<file path="src/rtl/inst_queue.sv">
// Instruction queue between fetch and decode: a circular FIFO with a show-ahead read port.
// Optional same-cycle empty-queue bypass is enabled by defining INST_QUEUE_BYPASS_EN.
package inst_queue_pkg;
  typedef struct packed {
    logic [31:0] inst;
    logic [31:0] pc;
    logic [1:0]  pred_state;
    logic [7:0]  br_pattern;
    logic [7:0]  ghr;
    logic [31:0] btb_npc;
  } iq_struct_t;
endpackage

module inst_queue
  import inst_queue_pkg::*;
#(
  parameter int DEPTH      = 16,
  parameter int DATA_WIDTH = $bits(iq_struct_t),
  parameter int CNT_WIDTH  = $clog2(DEPTH) + 1
) (
  input  logic                  clk,
  input  logic                  rst,
  input  logic                  enqueue,
  input  logic [DATA_WIDTH-1:0] wdata,
  output logic                  full,
  input  logic                  dequeue,
  output logic [DATA_WIDTH-1:0] rdata,
  output logic                  empty,
  input  logic                  flush,
  input  logic                  redirect,
  output logic [CNT_WIDTH-1:0]  count,
  output logic                  overflow_err
);
  localparam int AW = $clog2(DEPTH);
  localparam int PW = AW + 1;

  logic [DATA_WIDTH-1:0] mem [DEPTH];
  logic [PW-1:0]         head;
  logic [PW-1:0]         tail;
  logic                  state_empty;
  logic                  state_full;
  logic                  clear;
  logic                  bypass_use;
  logic                  enq_ok;
  logic                  deq_ok;

  // Pointers carry an extra wrap bit so full and empty are distinguishable.
  assign state_empty = (head == tail);
  assign state_full  = (head[AW-1:0] == tail[AW-1:0]) && (head[AW] != tail[AW]);
  assign clear       = flush | redirect;
  assign full        = state_full;
  assign count       = CNT_WIDTH'(tail - head);

`ifdef INST_QUEUE_BYPASS_EN
  logic bypass_hit;
  // An empty queue forwards the incoming packet; a same-cycle dequeue swallows it.
  assign bypass_hit = state_empty & enqueue & ~clear;
  assign bypass_use = bypass_hit & dequeue;
  assign empty      = state_empty & ~bypass_hit;
  assign rdata      = bypass_hit ? wdata : mem[head[AW-1:0]];
`else
  assign bypass_use = 1'b0;
  assign empty      = state_empty;
  assign rdata      = mem[head[AW-1:0]];
`endif

  assign enq_ok = enqueue & ~state_full & ~bypass_use;
  assign deq_ok = dequeue & ~state_empty;

  always_ff @(posedge clk) begin
    if (enq_ok && !clear)
      mem[tail[AW-1:0]] <= wdata;
  end

  always_ff @(posedge clk or negedge rst) begin
    if (!rst) begin
      head <= '0;
      tail <= '0;
    end else if (clear) begin
      head <= '0;
      tail <= '0;
    end else begin
      if (enq_ok)
        tail <= tail + PW'(1);
      if (deq_ok)
        head <= head + PW'(1);
    end
  end

  // Sticky protocol error: fetch pushed into a full queue.
  always_ff @(posedge clk or negedge rst) begin
    if (!rst)
      overflow_err <= 1'b0;
    else if (enqueue && state_full)
      overflow_err <= 1'b1;
  end

endmodule

</file>
<file path="config.mk">
export PLATFORM = sky130hd
export DESIGN_NAME = inst_queue
export DESIGN_NICKNAME = d
export VERILOG_FILES = /design/src/rtl/inst_queue.sv
export SDC_FILE = /design/constraint.sdc
export NUM_CORES = 1
export LEC_CHECK = 0
export ABC_AREA = 1
export CAP_MARGIN = 10
export CORE_UTILIZATION = 40
export CTS_CLUSTER_DIAMETER = 50
export DETAILED_ROUTE_END_ITERATION = 12
export MAX_ROUTING_LAYER = met4
export PLACE_DENSITY = 0.54
export SLEW_MARGIN = 30
export SYNTH_ARGS = -nofsm -noshare
export SYNTH_HDL_FRONTEND = slang
export SYNTH_SLANG_ARGS = --single-unit
</file>
<file path="constraint.sdc">
create_clock -name clk -period 22.4 [get_ports clk]
set_clock_uncertainty 0.05 [all_clocks]
set_input_delay 6.72 -clock clk [delete_from_list [all_inputs] [get_ports clk]]
set_output_delay 6.72 -clock clk [all_outputs]
set_load 0.02 [all_outputs]
</file>
==> flow_summary.ini <==
[run_status]
status = complete, no violations

[hold_path]
min_path_type = reg -> reg
hold_end = overflow_err
hold_path.startpoint = overflow_err
whs_path_depth = 1

[cts]
cts.path.max_buffers = 3
numCtsBuffers = 209
htreeDepth = 4
post_cts_resized = 0
hold_buffers = 0
post-cts-setup-buffer-count = 0
insertion_delay_ns = 0.83
root_buffer = clkbuf_16
cts_tree = built
clkSlewWorstSetupHoldPaths_ns = 0.05
cts_sinks = 1835

[critical_path]
r2r-end = mem[2][60]
cp_max_fo = 166
r2r_start = head[2]
worstSetupEndpointType = output pin
reg2reg_slack_ns = 14.97
r2r_cells = 12
worstSetupPathType = reg -> out
cp.arrival_ns = 6.12
worst_path_largest_cell_delay_ns = 0.82
slowest_stage = buf_4
cp-start-kind = register
critical_path_required_ns = 15.63
critical_path.cell_chain = buf_4 > buf_4 > buf_12 > buf_4 > nand2_1 > nand2_1 > nand2_1 > nand3_1 > nand3_1 > nand2_1 > clkdlybuf4s50_1
cpMostUsedCell = nand2_1

[global_route]
gr-total-overflow = 0
grt_first_pass_wirelength_mm = 322
grt_pass1_vias = 50500
grt_util_all_layers = 0.217
antenna_found_initial = 22
grt_max_degree = 199

[floorplan]
coreArea_um2 = 198000
start_util = 0.404
placement_rows = 163
io_pins = 242
die_y_um = 449
die_area_um2 = 202000
fp.dieW_um = 449

[synth]
netlist_instances = 7927
syn_nets = 8057
netlist_top_cells_area = edfxtp_1, nand2_1, inv_1
yosysTopAreaCell = edfxtp_1
synth-edff-count = 1824
synth_top_area_share = 0.685
synth_area_per_cell_um2 = 10.1
synth.distinct_cells = 21
synth_top_flop_cell = edfxtp_1
yosysMostFrequentCell = nand2_1
seq_area_frac_synth = 0.688
syn_area_um2 = 80000
ys_seq_elements = 1835
async_reset_ff_frac = 0.00599
synth_commonest_cells = nand2_1, edfxtp_1, inv_1
yosys_warnings = 0

[finish]
drive_above_1_share = 0.0496
final_util = 0.462
stdcell_area_um2 = 91500
nets = 8226
area_growth_pct = 14.4

[drt]
drtPass1Iterations = 6
drt_iter0_drc = 3889
vias_per_cell = 4.78
vias = 52200
ant_nets = 0
wl_per_cell_um = 19.6
wirelength_mm = 214
drc_errors = 0

[timing]
rsz0062_at_grt = false
maxSlewViolCount = 0
tightest_slew_ns = 1.07
finalSetupViolCount = 0
fin_crit_sh = 0.575
slew-limit-headroom = 0.288
hold_viol = 0
timing.fmax_ghz = 0.0776
fin_crit_ns = 12.89
tns_ns = 0

[pwr]
p_per_area_nw_per_um2 = 79.7
p_total_mw = 7.30
vdd_drop_max_uv = 73.9
p_leak_nw = 39.5

[placement]
globalplace.congestion = 0.761
post_dp_cell_area_um2 = 84900
dp_hpwl_mm = 102
port_buffers = 241

[run]
drv_cap = 0
## final cells by class
| cell class | instances | area, um2 |
|---|---|---|
| inverters | 1727 | 6520 |
| multi-input cells | 3996 | 16700 |
| clock buffers | 260 | 5530 |
| diodes | 10 | 25.0 |
| flip-flops and latches | 1835 | 55100 |
| fillers | 18300 | 106000 |
| clock inverters | 123 | 1080 |
| repair buffers | 327 | 3290 |
| well taps | 2640 | 3300 |
## worst max-delay path by stage
stage                  start    endpoint  slack (ns)
floorplan           redirect  mem[10][0]        9.78
global placement     head[0]   rdata[25]       10.35
detailed placement   head[0]   rdata[25]       10.34
CTS                  head[0]   rdata[25]        9.41
global route         head[0]   rdata[25]        9.17
finish               head[0]   rdata[25]        9.51
## kinds of logic (layout without fill, tap and decap cells)
logic type                 Yosys count  after routing  share of synthesized area
AOI/OAI and AO/OA                    4              4                   0.000313
xor gates and xnor gates             8              8                   0.000876
adders and majority gates           10             10                    0.00166
buffers and inverters             2096           2437                      0.104
DFF                               1835           1835                      0.688
other                                0             10                          0
and+or+nand+nor                   3974           3974                      0.205
## state kept, by name, indices dropped and copies added, names as in the netlist
name / count
head: 5
mem: 1824
overflow_err: 1
tail: 5
## cells in the final DEF (no fill, tap or decap), drive strengths merged, types with 2 or more instances in the layout
cell / synthesis / final
a21oi: 2 / 2
buf: 300 / 86
bufinv: 0 / 15
clkbuf: 69 / 260
clkdlybuf4s50: 0 / 241
clkinv: 0 / 90
clkinvlp: 0 / 6
dfrtp: 11 / 11
diode: 0 / 10
edfxtp: 1824 / 1824
ha: 9 / 9
inv: 1727 / 1739
nand2: 2784 / 2784
nand3: 1160 / 1160
nand4: 4 / 4
nor2: 26 / 26
xor2: 7 / 7
## per-layer routing
metal  wire length [um]  vias up  global-route usage
met1              95400    25300               0.283
met2             104000     1242               0.359
met5                  0        -                   -
met4               4620        0              0.0555
met3               9540      316              0.0279
li1                   -    25300                   -
## critical path: cells and delay by family, from the launching register on
family | cells | cell delay (ns)
buf+inv | 5 | 3.55
flops | 1 | 0.69
simple gates | 6 | 0.66
## through the flow
step	setup slack, ns	instances	hold WS [ns]
after floorplan	9.78	7927	0.494
after global placement	10.35	10500	0.399
after detailed placement	10.34	10500	0.408
after CTS	9.41	10900	0.419
after global routing	9.17	10900	0.448
final	9.51	10900	0.412
## where the power goes
group | internal [mW] | switching (mW)
clock | 1.92 | 1.39
combinational | 0.0620 | 0.140
sequential | 3.79 | 0.00261
total | 5.77 | 1.53
Power figures use the tool's default switching activity.
